--- src/rtl/pll_lock_reset_seq_if.sv ---
// rtl/pll_lock_reset_seq_if.sv - PLL lock/reset and downstream reset signal bundle
interface pll_lock_reset_seq_if #(
  parameter int FAIL_W = 4
);
  logic              pll_lock;
  logic              pll_reset;
  logic              sys_rst_n;
  logic              locked;
  logic [FAIL_W-1:0] fail_count;
  logic [1:0]        state_dbg;

  modport master (
    input  pll_lock,
    output pll_reset, sys_rst_n, locked, fail_count, state_dbg
  );

  modport slave (
    output pll_lock,
    input  pll_reset, sys_rst_n, locked, fail_count, state_dbg
  );
endinterface

--- src/rtl/pll_lock_reset_seq.sv ---
// rtl/pll_lock_reset_seq.sv - PLL reset pulse, lock qualification and downstream reset release
module pll_lock_reset_seq #(
  parameter int RST_CYCLES    = 100,
  parameter int LOCK_TIMEOUT  = 50000,
  parameter int STABLE_CYCLES = 1000,
  parameter int SYNC_STAGES   = 2,
  parameter int FAIL_W        = 4
) (
  input  logic                   clk,
  input  logic                   resetn,
  pll_lock_reset_seq_if.master   bus
);

  localparam int MAX_A = (RST_CYCLES > LOCK_TIMEOUT) ? RST_CYCLES : LOCK_TIMEOUT;
  localparam int MAX_C = (MAX_A > STABLE_CYCLES) ? MAX_A : STABLE_CYCLES;
  localparam int CW    = $clog2(MAX_C + 1);

  localparam logic [CW-1:0] RST_LAST     = CW'(RST_CYCLES - 1);
  localparam logic [CW-1:0] TIMEOUT_LAST = CW'(LOCK_TIMEOUT - 1);
  localparam logic [CW-1:0] STABLE_LAST  = CW'(STABLE_CYCLES - 1);

  typedef enum logic [1:0] {
    RESET_PLL = 2'd0,
    WAIT_LOCK = 2'd1,
    STABLE    = 2'd2,
    RUN       = 2'd3
  } state_t;

  state_t                 state;
  state_t                 state_next;
  logic [CW-1:0]          cnt;
  logic [SYNC_STAGES-1:0] sync_q;
  logic                   lock_s;
  logic                   fail_inc;
  logic [FAIL_W-1:0]      fail_q;

  assign lock_s = sync_q[SYNC_STAGES-1];

  always_ff @(posedge clk) begin
    if (!resetn) begin
      state  <= RESET_PLL;
      cnt    <= '0;
      sync_q <= '0;
      fail_q <= '0;
    end else begin
      state  <= state_next;
      sync_q <= {sync_q[SYNC_STAGES-2:0], bus.pll_lock};
      // RUN holds the counter so it can never wrap while locked indefinitely
      if (state_next != state) begin
        cnt <= '0;
      end else if (state != RUN) begin
        cnt <= cnt + 1'b1;
      end
      if (fail_inc && (fail_q != '1)) begin
        fail_q <= fail_q + 1'b1;
      end
    end
  end

  always_comb begin
    state_next = state;
    fail_inc   = 1'b0;
    case (state)
      RESET_PLL: begin
        if (cnt == RST_LAST) state_next = WAIT_LOCK;
      end
      WAIT_LOCK: begin
        if (lock_s) begin
          state_next = STABLE;
        end else if (cnt == TIMEOUT_LAST) begin
          state_next = RESET_PLL;
          fail_inc   = 1'b1;
        end
      end
      STABLE: begin
        // a dropout here is treated as a glitch, not a failure
        if (!lock_s) begin
          state_next = WAIT_LOCK;
        end else if (cnt == STABLE_LAST) begin
          state_next = RUN;
        end
      end
      RUN: begin
        if (!lock_s) begin
          state_next = WAIT_LOCK;
          fail_inc   = 1'b1;
        end
      end
      default: state_next = RESET_PLL;
    endcase
  end

  assign bus.pll_reset  = (state == RESET_PLL);
  assign bus.sys_rst_n  = (state == RUN);
  assign bus.locked     = (state == RUN);
  assign bus.fail_count = fail_q;
  assign bus.state_dbg  = state;

endmodule

--- src/flat_wrapper.sv ---
// flat-port wrapper written by rule: the top's interface ports become plain ports
module pll_lock_reset_seq_flat 
#(
  parameter int RST_CYCLES    = 100,
  parameter int LOCK_TIMEOUT  = 50000,
  parameter int STABLE_CYCLES = 1000,
  parameter int SYNC_STAGES   = 2,
  parameter int FAIL_W        = 4
)
  (clk, resetn, bus_pll_lock, bus_pll_reset, bus_sys_rst_n, bus_locked, bus_fail_count, bus_state_dbg);
  pll_lock_reset_seq_if #(.FAIL_W(FAIL_W)) bus_i ();
  input  logic clk;
  input  logic resetn;
  input wire logic [$bits(bus_i.pll_lock)-1:0] bus_pll_lock;
  output wire logic [$bits(bus_i.pll_reset)-1:0] bus_pll_reset;
  output wire logic [$bits(bus_i.sys_rst_n)-1:0] bus_sys_rst_n;
  output wire logic [$bits(bus_i.locked)-1:0] bus_locked;
  output wire logic [$bits(bus_i.fail_count)-1:0] bus_fail_count;
  output wire logic [$bits(bus_i.state_dbg)-1:0] bus_state_dbg;
  assign bus_i.pll_lock = bus_pll_lock;
  assign bus_pll_reset = bus_i.pll_reset;
  assign bus_sys_rst_n = bus_i.sys_rst_n;
  assign bus_locked = bus_i.locked;
  assign bus_fail_count = bus_i.fail_count;
  assign bus_state_dbg = bus_i.state_dbg;
  pll_lock_reset_seq #(.RST_CYCLES(RST_CYCLES), .LOCK_TIMEOUT(LOCK_TIMEOUT), .STABLE_CYCLES(STABLE_CYCLES), .SYNC_STAGES(SYNC_STAGES), .FAIL_W(FAIL_W)) u_core (.clk(clk), .resetn(resetn), .bus(bus_i));
endmodule
--- config.mk ---
export PLATFORM = sky130hd
export DESIGN_NAME = pll_lock_reset_seq_flat
export DESIGN_NICKNAME = d
export VERILOG_FILES = /design/src/rtl/pll_lock_reset_seq_if.sv /design/src/rtl/pll_lock_reset_seq.sv /design/src/flat_wrapper.sv
export SDC_FILE = /design/constraint.sdc
export NUM_CORES = 1
export LEC_CHECK = 0
export ABC_AREA = 1
export CAP_MARGIN = 0
export CORE_MARGIN = 1
export CORE_UTILIZATION = 55
export CTS_CLUSTER_DIAMETER = 30
export DETAILED_ROUTE_END_ITERATION = 10
export PLACE_DENSITY = 0.77
export RECOVER_POWER = 25
export SLEW_MARGIN = 20
export SYNTH_ARGS = -nofsm -noshare
export SYNTH_HDL_FRONTEND = slang
export SYNTH_SLANG_ARGS = --single-unit
--- constraint.sdc ---
create_clock -name clk -period 1.7 [get_ports clk]
set_input_delay 0.34 -clock clk [delete_from_list [all_inputs] [get_ports clk]]
set_output_delay 0.34 -clock clk [all_outputs]
set_load 0.03 [all_outputs]
==> results of run 1 <==
## metrics by stage
| stage | power, W | TNS, ns |
|---|---|---|
| final | 0.00105 | 0 |
| after global routing | 0.00109 | -0.000306 |
| after CTS | 0.00105 | 0 |
| after detailed placement | 0.000639 | 0 |
| after global placement | 0.000637 | 0 |
| after floorplan | 0.000626 | 0 |
## layer usage
layer,GRT usage [%],part of all wire (%),vias to the layer above
li1,-,-,590
met1,27.3,44,496
met2,35.6,50,25
met3,5.76,4.0,7
met4,9.52,2.0,0
met5,0,0,-
## timing repair
item                       in CTS  in global routing
cloned                          0                  1
setup endpoints to repair       7                 22
pin swaps                       0                  2
gates resized for setup         7                 16
## cell usage after synthesis
| library cell | number | share of area (%) |
|---|---|---|
| nor2_2 | 11 | 5.4 |
| ha_1 | 2 | 2.0 |
| nor3b_1 | 1 | 0.59 |
| nand2_1 | 40 | 12 |
| nand3b_1 | 1 | 0.59 |
| nand3_1 | 10 | 3.9 |
| or2_2 | 1 | 0.49 |
| o21ai_0 | 2 | 0.78 |
| xnor2_1 | 4 | 2.7 |
| nand2_2 | 2 | 0.98 |
| a21oi_1 | 4 | 1.6 |
| nor2_1 | 28 | 8.2 |
| nand4_1 | 3 | 1.5 |
| buf_6 | 1 | 0.88 |
| inv_1 | 26 | 7.6 |
| xor2_1 | 12 | 8.2 |
| a31oi_1 | 1 | 0.49 |
| nand3_4 | 1 | 1.4 |
| nor3_1 | 5 | 2.0 |
| buf_4 | 1 | 0.59 |
| nand3_2 | 1 | 0.78 |
| dfxtp_1 | 24 | 38 |
## sequential cells by signal, indices dropped and copies added (netlist names)
| register | count |
|---|---|
| u_core.sync_q | 2 |
| u_core.cnt | 16 |
| u_core.bus.fail_count | 4 |
| u_core.bus.state_dbg | 2 |
## worst min path at each step
| stage | startpoint | endpoint | slack (ns) | depth (start not counted) |
|---|---|---|---|---|
| 5_1_grt | u_core.sync_q[0] | u_core.sync_q[1] | 0.46 | 2 |
| 3_5_place_dp | u_core.sync_q[0] | u_core.sync_q[1] | 0.41 | 2 |
| 3_3_place_gp | u_core.sync_q[0] | u_core.sync_q[1] | 0.39 | 2 |
| 4_1_cts | u_core.sync_q[0] | u_core.sync_q[1] | 0.44 | 2 |
| 2_1_floorplan | u_core.sync_q[0] | u_core.sync_q[1] | 0.39 | 2 |
| 6_report | u_core.sync_q[0] | u_core.sync_q[1] | 0.44 | 2 |
## logic make-up (layout without fill, tap and decap cells)
group | after synthesis | after routing | synth area share (%)
AND/OR/NAND/NOR | 104 | 105 | 37.5
buffers and inverters | 28 | 44 | 9.11
flip-flops | 24 | 24 | 37.6
XOR/XNOR | 16 | 16 | 11.0
AO/OA/AOI/OAI | 7 | 7 | 2.84
adder cells (fa/ha/maj) | 2 | 2 | 1.96
## worst reg2reg max path: stages (launching register included)
cell and delay (ns):
dfxtp_2 0.39, ha_4 0.15, nand3_1 0.10, nor2_1 0.12, nand2_1 0.10, nand2_2 0.09
nand3_1 0.19, nand3_4 0.25, nor2_1 0.06
## cell usage in the layout (no fill, tap or decap)
| cell type | n |
|---|---|
| nand2_1 | 39 |
| clkbuf_4 | 3 |
| ha_4 | 1 |
| clkbuf_1 | 1 |
| a21oi_1 | 4 |
| bufinv_16 | 1 |
| nand3b_1 | 1 |
| nand3_1 | 10 |
| o21ai_0 | 2 |
| xor2_2 | 1 |
| dfxtp_1 | 18 |
| dlygate4sd2_1 | 6 |
| nand2_2 | 2 |
| nand3_2 | 1 |
| nor2_4 | 1 |
| nor3_1 | 5 |
| ha_1 | 1 |
| nor2_1 | 25 |
| clkdlybuf4s50_1 | 1 |
| nor2_2 | 13 |
| dfxtp_2 | 6 |
| dlygate4sd3_1 | 1 |
| clkdlybuf4s15_1 | 1 |
| nor3b_1 | 1 |
| inv_1 | 25 |
| nand2_4 | 1 |
| buf_4 | 4 |
| xnor2_1 | 4 |
| or2_2 | 1 |
| xor2_1 | 11 |
| nand4_1 | 3 |
| clkinvlp_4 | 1 |
| nand3_4 | 2 |
| a31oi_1 | 1 |
## power groups by stage
stage	Clock, W	Combinational [W]	Sequential, W
4_1_cts	0.000421	0.0000496	0.000578
2_1_floorplan	0	0.0000376	0.000589
3_3_place_gp	0	0.0000468	0.000590
3_5_place_dp	0	0.0000488	0.000591
6_report	0.000411	0.0000569	0.000582
5_1_grt	0.000446	0.0000641	0.000584
## final cells by class
type / instances / area [um^2] / share of cell area, %
inverter: 26 / 101 / 6.62
tap: 28 / 35.0 / 2.29
multi-input combinational: 130 / 738 / 48.2
clock inverter: 1 / 30.0 / 1.96
sequential: 24 / 488 / 31.9
clock buffer: 3 / 22.5 / 1.47
timing repair buffer: 14 / 116 / 7.60
==> impl_metrics.tcl, run 1 <==
set metrics [dict create \
    cp_top_family "flip-flops" \
    crit-reg2reg-launch "u_core.cnt[1]" \
    max_freq_mhz 617 \
    drt_wl_total_um 2750 \
    rows 17 \
    cts_tree "done" \
    cts_setup_buffers 0 \
    syn_avg_cell_area_um2 7.06 \
    root_buffer "clkbuf_4" \
    seq_area_frac_synth_pct 37.6 \
    worstPathCellList "nor2_2 > clkdlybuf4s15_1" \
    p_sw_w 0.000214 \
    slew_headroom_pct 63.7 \
    synthCells 181 \
    dpl.cell_count 221 \
    critPathRequiredTime_ns 1.36 \
    htreeDepth 1 \
    wl_per_cell_um 12.2 \
    cts.sinks 24 \
    postRouteAntennaNets 0 \
    drt_iter0_drc 27 \
    drt_pre_antenna_iters 4 \
    cts_inserted_buffers 3 \
    fin_skew_ns 0.0120 \
    syn2layout_area_growth_pct 19.9 \
    antenna_found_initial 0 \
    comb_power_share_pct 5.4 \
    grt_first_pass_wirelength_um 4090 \
    ys_ff_latch 24 \
    worst-path-buf-inv 1 \
    vias 1118 \
    worstSetupStartpoint "u_core.bus.state_dbg[1]" \
    grt_pass1_vias 976 \
    slowest_stage "dfxtp_1" \
    min_period_ns 1.62 \
    worstMarginPinSlew_ns 0.542 \
    cp.arrival_ns 1.28 \
    pin_count 12 \
    post-route-period-util_pct 95.3 \
    grt_usage_pct 22.0 \
    final_area_um2 1530 \
    drive_above_1_share_pct 19.2 \
    fp.dieArea_um2 2520 \
    reg2reg_to "u_core.cnt[15]" \
    start_util_pct 58.3 \
    setup_viol 0 \
    nFillCells 176 \
    clkPwrFrac_pct 39.2 \
    worst-path-stages 2 \
    power_density_nw_per_um2 685 \
    dpl_cell_area_um2 1430 \
    place_hpwl_um 1810 \
    place_ws_ns 0.0539 \
    crit_end "bus_pll_reset" \
    die_x_um 50.2 \
    maxCapViolCount 0 \
    globalplace.congestion 0.789 \
    outcome "finished clean" \
    overflow 0 \
    portBuffers 11 \
    layout.nets 204 \
    p_int_w 0.000835 \
    crit_path_max_incr_delay_ns 0.39 \
    sw_frac_of_total_pct 20.4 \
    seq_power_share_pct 55.4 \
    core_area_um2 2190 \
    clockBufferDepth 2 \
    hold_viol_final 0 \
    min_path_type "flop to flop" \
    worstPathMaxFanout 6 \
    postLayoutCoreUtil_pct 69.9 \
    die_y_um 50.2 \
    netlist_area_um2 1280 \
    avgViaCountPerCell 4.95 \
    yosys_warnings 0 \
    ir_worst_vdd_uv 514 \
    path_class "flop to output port" \
    synth_fp_nets 186 \
    clkLatencyLatePin_ns 0.32 \
    postCtsHoldBufs 0 \
    diodes 0 \
    grt_max_degree 17 \
    critPathCaptureType "output port" \
    timing.hold.ws_ns 0.442 \
    final_max_slew_viol_count 0 \
    r2r_slack_ns 0.16 \
    layout_setup_ws_ns 0.0797 \
    power_leakage_nw 0.621 \
    ys_types 22 \
    final_cells 226 \
    crit_path_start_kind "flop" \
    drc 0 \
    r2r_cells 8 \
    clk_pin_slew_ns 0.14 \
]
Power figures use the tool's default switching activity.
==> inputs of run 2 (changes only) <==
--- a/config.mk
+++ b/config.mk
@@ -8,10 +8,10 @@
 export ABC_AREA = 1
 export CAP_MARGIN = 0
 export CORE_MARGIN = 1
-export CORE_UTILIZATION = 55
+export CORE_UTILIZATION = 45
 export CTS_CLUSTER_DIAMETER = 30
 export DETAILED_ROUTE_END_ITERATION = 10
-export PLACE_DENSITY = 0.77
+export PLACE_DENSITY = 0.65
 export RECOVER_POWER = 25
 export SLEW_MARGIN = 20
 export SYNTH_ARGS = -nofsm -noshare
==> constraint.sdc (replaced) <==
create_clock -name clk -period 1.7 [get_ports clk]
set_input_delay 0.17 -clock clk [delete_from_list [all_inputs] [get_ports clk]]
set_output_delay 0.17 -clock clk [all_outputs]
set_load 0.03 [all_outputs]
==> run 2 against run 1 <==
Final cell count rose by 1.8%. Total power fell by 16%. Sequential power fell by 0.9%. Largest cell class unchanged. Largest power group unchanged. Cell area fell by 2.3%. Non-clock buffer count rose by 3. Critical endpoint is now bus_state_dbg[1]. Maximum frequency fell by 1.1%.
==> impl_metrics.tcl, run 2 (synthesis results as in run 1) <==
set metrics [dict create \
    outcome "finished clean" \
    crit-reg2reg-launch "u_core.cnt[0]" \
    maxCapViolCount 0 \
    start_util_pct 49.3 \
    r2r_slack_ns 0.18 \
    fin_setup_tns_ns 0 \
    pin_count 12 \
    drt_iter0_drc 36 \
    postRouteAntennaNets 0 \
    worstSetupStartpoint "u_core.bus.state_dbg[1]" \
    drt_wl_total_um 2710 \
    globalplace.congestion 0.847 \
    rows 18 \
    hold_viol_final 0 \
    worstPathCellList "clkdlybuf4s50_1" \
    avgViaCountPerCell 4.90 \
    dpl_cell_area_um2 1450 \
    slew_headroom_pct 64.3 \
    worst-path-stages 1 \
    worstPathMaxFanout 6 \
    min_from "bus_pll_lock" \
    layout_setup_ws_ns 0.0615 \
    crit_path_start_kind "flop" \
    critPathRequiredTime_ns 1.53 \
    max_freq_mhz 610 \
    cp_top_family "buffers and inverters" \
    setup_viol 0 \
    top_register "u_core.cnt" \
    crit_path_max_incr_delay_ns 0.71 \
    min_path_type "input port to flop" \
    antenna_found_initial 0 \
    drc 0 \
    portBuffers 11 \
    die_x_um 55.3 \
    clockBufferDepth 2 \
    core_area_um2 2590 \
    fin_skew_ns 0.00216 \
    post-route-period-util_pct 96.4 \
    min_period_ns 1.64 \
    drt_pre_antenna_iters 4 \
    vias 1127 \
    overflow 0 \
    ir_worst_vdd_uv 422 \
    place_hpwl_um 2010 \
    root_buffer "clkbuf_4" \
    grt_max_degree 17 \
    final_cell_mix "nand2_1 (40), nor2_1 (26), inv_1 (25)" \
    die_y_um 55.3 \
    power_w 0.000883 \
    grt_first_pass_wirelength_um 4640 \
    rsz0062_at_grt "true" \
    worst-path-buf-inv 1 \
    critPathCaptureType "output port" \
    layout.nets 207 \
    final_area_um2 1500 \
    diodes 0 \
    nFillCells 269 \
    final_max_slew_viol_count 0 \
    cts.sinks 24 \
    place_ws_ns 0.107 \
    slowest_stage "clkdlybuf4s50_1" \
    power_leakage_nw 0.603 \
    cts_tree "done" \
    final_common_cell "nand2_1" \
    r2r_cells 9 \
    cts_inserted_buffers 3 \
    drive_above_1_share_pct 16.0 \
    power_density_nw_per_um2 590 \
    worstMarginPinSlew_ns 0.533 \
    wl_per_cell_um 11.8 \
    grt_usage_pct 18.6 \
    reg2reg_to "u_core.cnt[9]" \
    path_class "flop to output port" \
    postLayoutCoreUtil_pct 57.8 \
    postCtsHoldBufs 0 \
    fp.dieArea_um2 3060 \
    htreeDepth 1 \
    crit_end "bus_state_dbg[1]" \
    largest_reg_flops 16 \
    grt_pass1_vias 1072 \
    cp.arrival_ns 1.47 \
    cts_setup_buffers 0 \
    clkLatencyLatePin_ns 0.31 \
    clk_pin_slew_ns 0.13 \
    syn2layout_area_growth_pct 17.1 \
]
run 2: cell count changes in the layout (fill, tap and decap cells not counted), moves of 3 or more:
cell / delta
buf_4: +3
clkdlybuf4s50_1: +5
dfxtp_1: +5
dfxtp_2: -5
dlygate4sd2_1: -5
run 2: worst min-delay path by stage:
stage                       endpoint  slack, ns  cells past startpoint
CTS                 u_core.sync_q[0]       0.41                      3
global placement    u_core.sync_q[1]       0.39                      2
floorplan           u_core.sync_q[0]       0.26                      2
global route        u_core.sync_q[0]       0.45                      3
detailed placement  u_core.sync_q[1]       0.40                      2
finish              u_core.sync_q[0]       0.42                      3
run 2: worst register-to-register path, cell delays in order (launching register included):
cell     delay [ns]
dfxtp_1        0.36
ha_2           0.21
nand3_1        0.09
nor2_1         0.11
nand2_1        0.08
nand2_2        0.08
nand3_2        0.09
nand2_2        0.13
nand3_4        0.17
nor2_1         0.14
run 2: final cells by class:
cell class / instances / area, um^2 / share of cell area, %
repair buffers: 17 / 148 / 9.87
clock buffers: 3 / 22.5 / 1.51
inverters: 26 / 101 / 6.77
flip-flops and latches: 24 / 482 / 32.2
well taps: 30 / 37.5 / 2.51
multi-input cells: 130 / 706 / 47.2
run 2: power breakdown:
part / switching (W) / internal [W] / leakage, nW / total, W
registers: 0.00000539 / 0.000572 / 0.195 / 0.000577
logic: 0.0000329 / 0.0000234 / 0.394 / 0.0000562
clock network: 0.000167 / 0.0000827 / 0.0138 / 0.000249
total: 0.000205 / 0.000678 / 0.603 / 0.000883
run 2: metrics by stage:
stage               hold WS, ns  cells
floorplan                 0.263    181
CTS                       0.413    229
finish                    0.423    230
detailed placement        0.402    226
global placement          0.395    226
global route              0.453    230
run 2: timing repair:
action / 4_1_cts / 5_1_grt
cloned: 0 / 1
pin swaps: 0 / 1
endpoints found under the setup margin: 1 / 17
resized for setup: 1 / 5
run 2: routing by layer:
metal | share of wire [%] | vias to the layer above | global-route usage [%]
met3 | 2.0 | 2 | 2.11
met2 | 49 | 17 | 31.3
met4 | 0.59 | 0 | 5.36
li1 | - | 596 | -
met5 | 0 | - | 0
met1 | 49 | 512 | 25.2
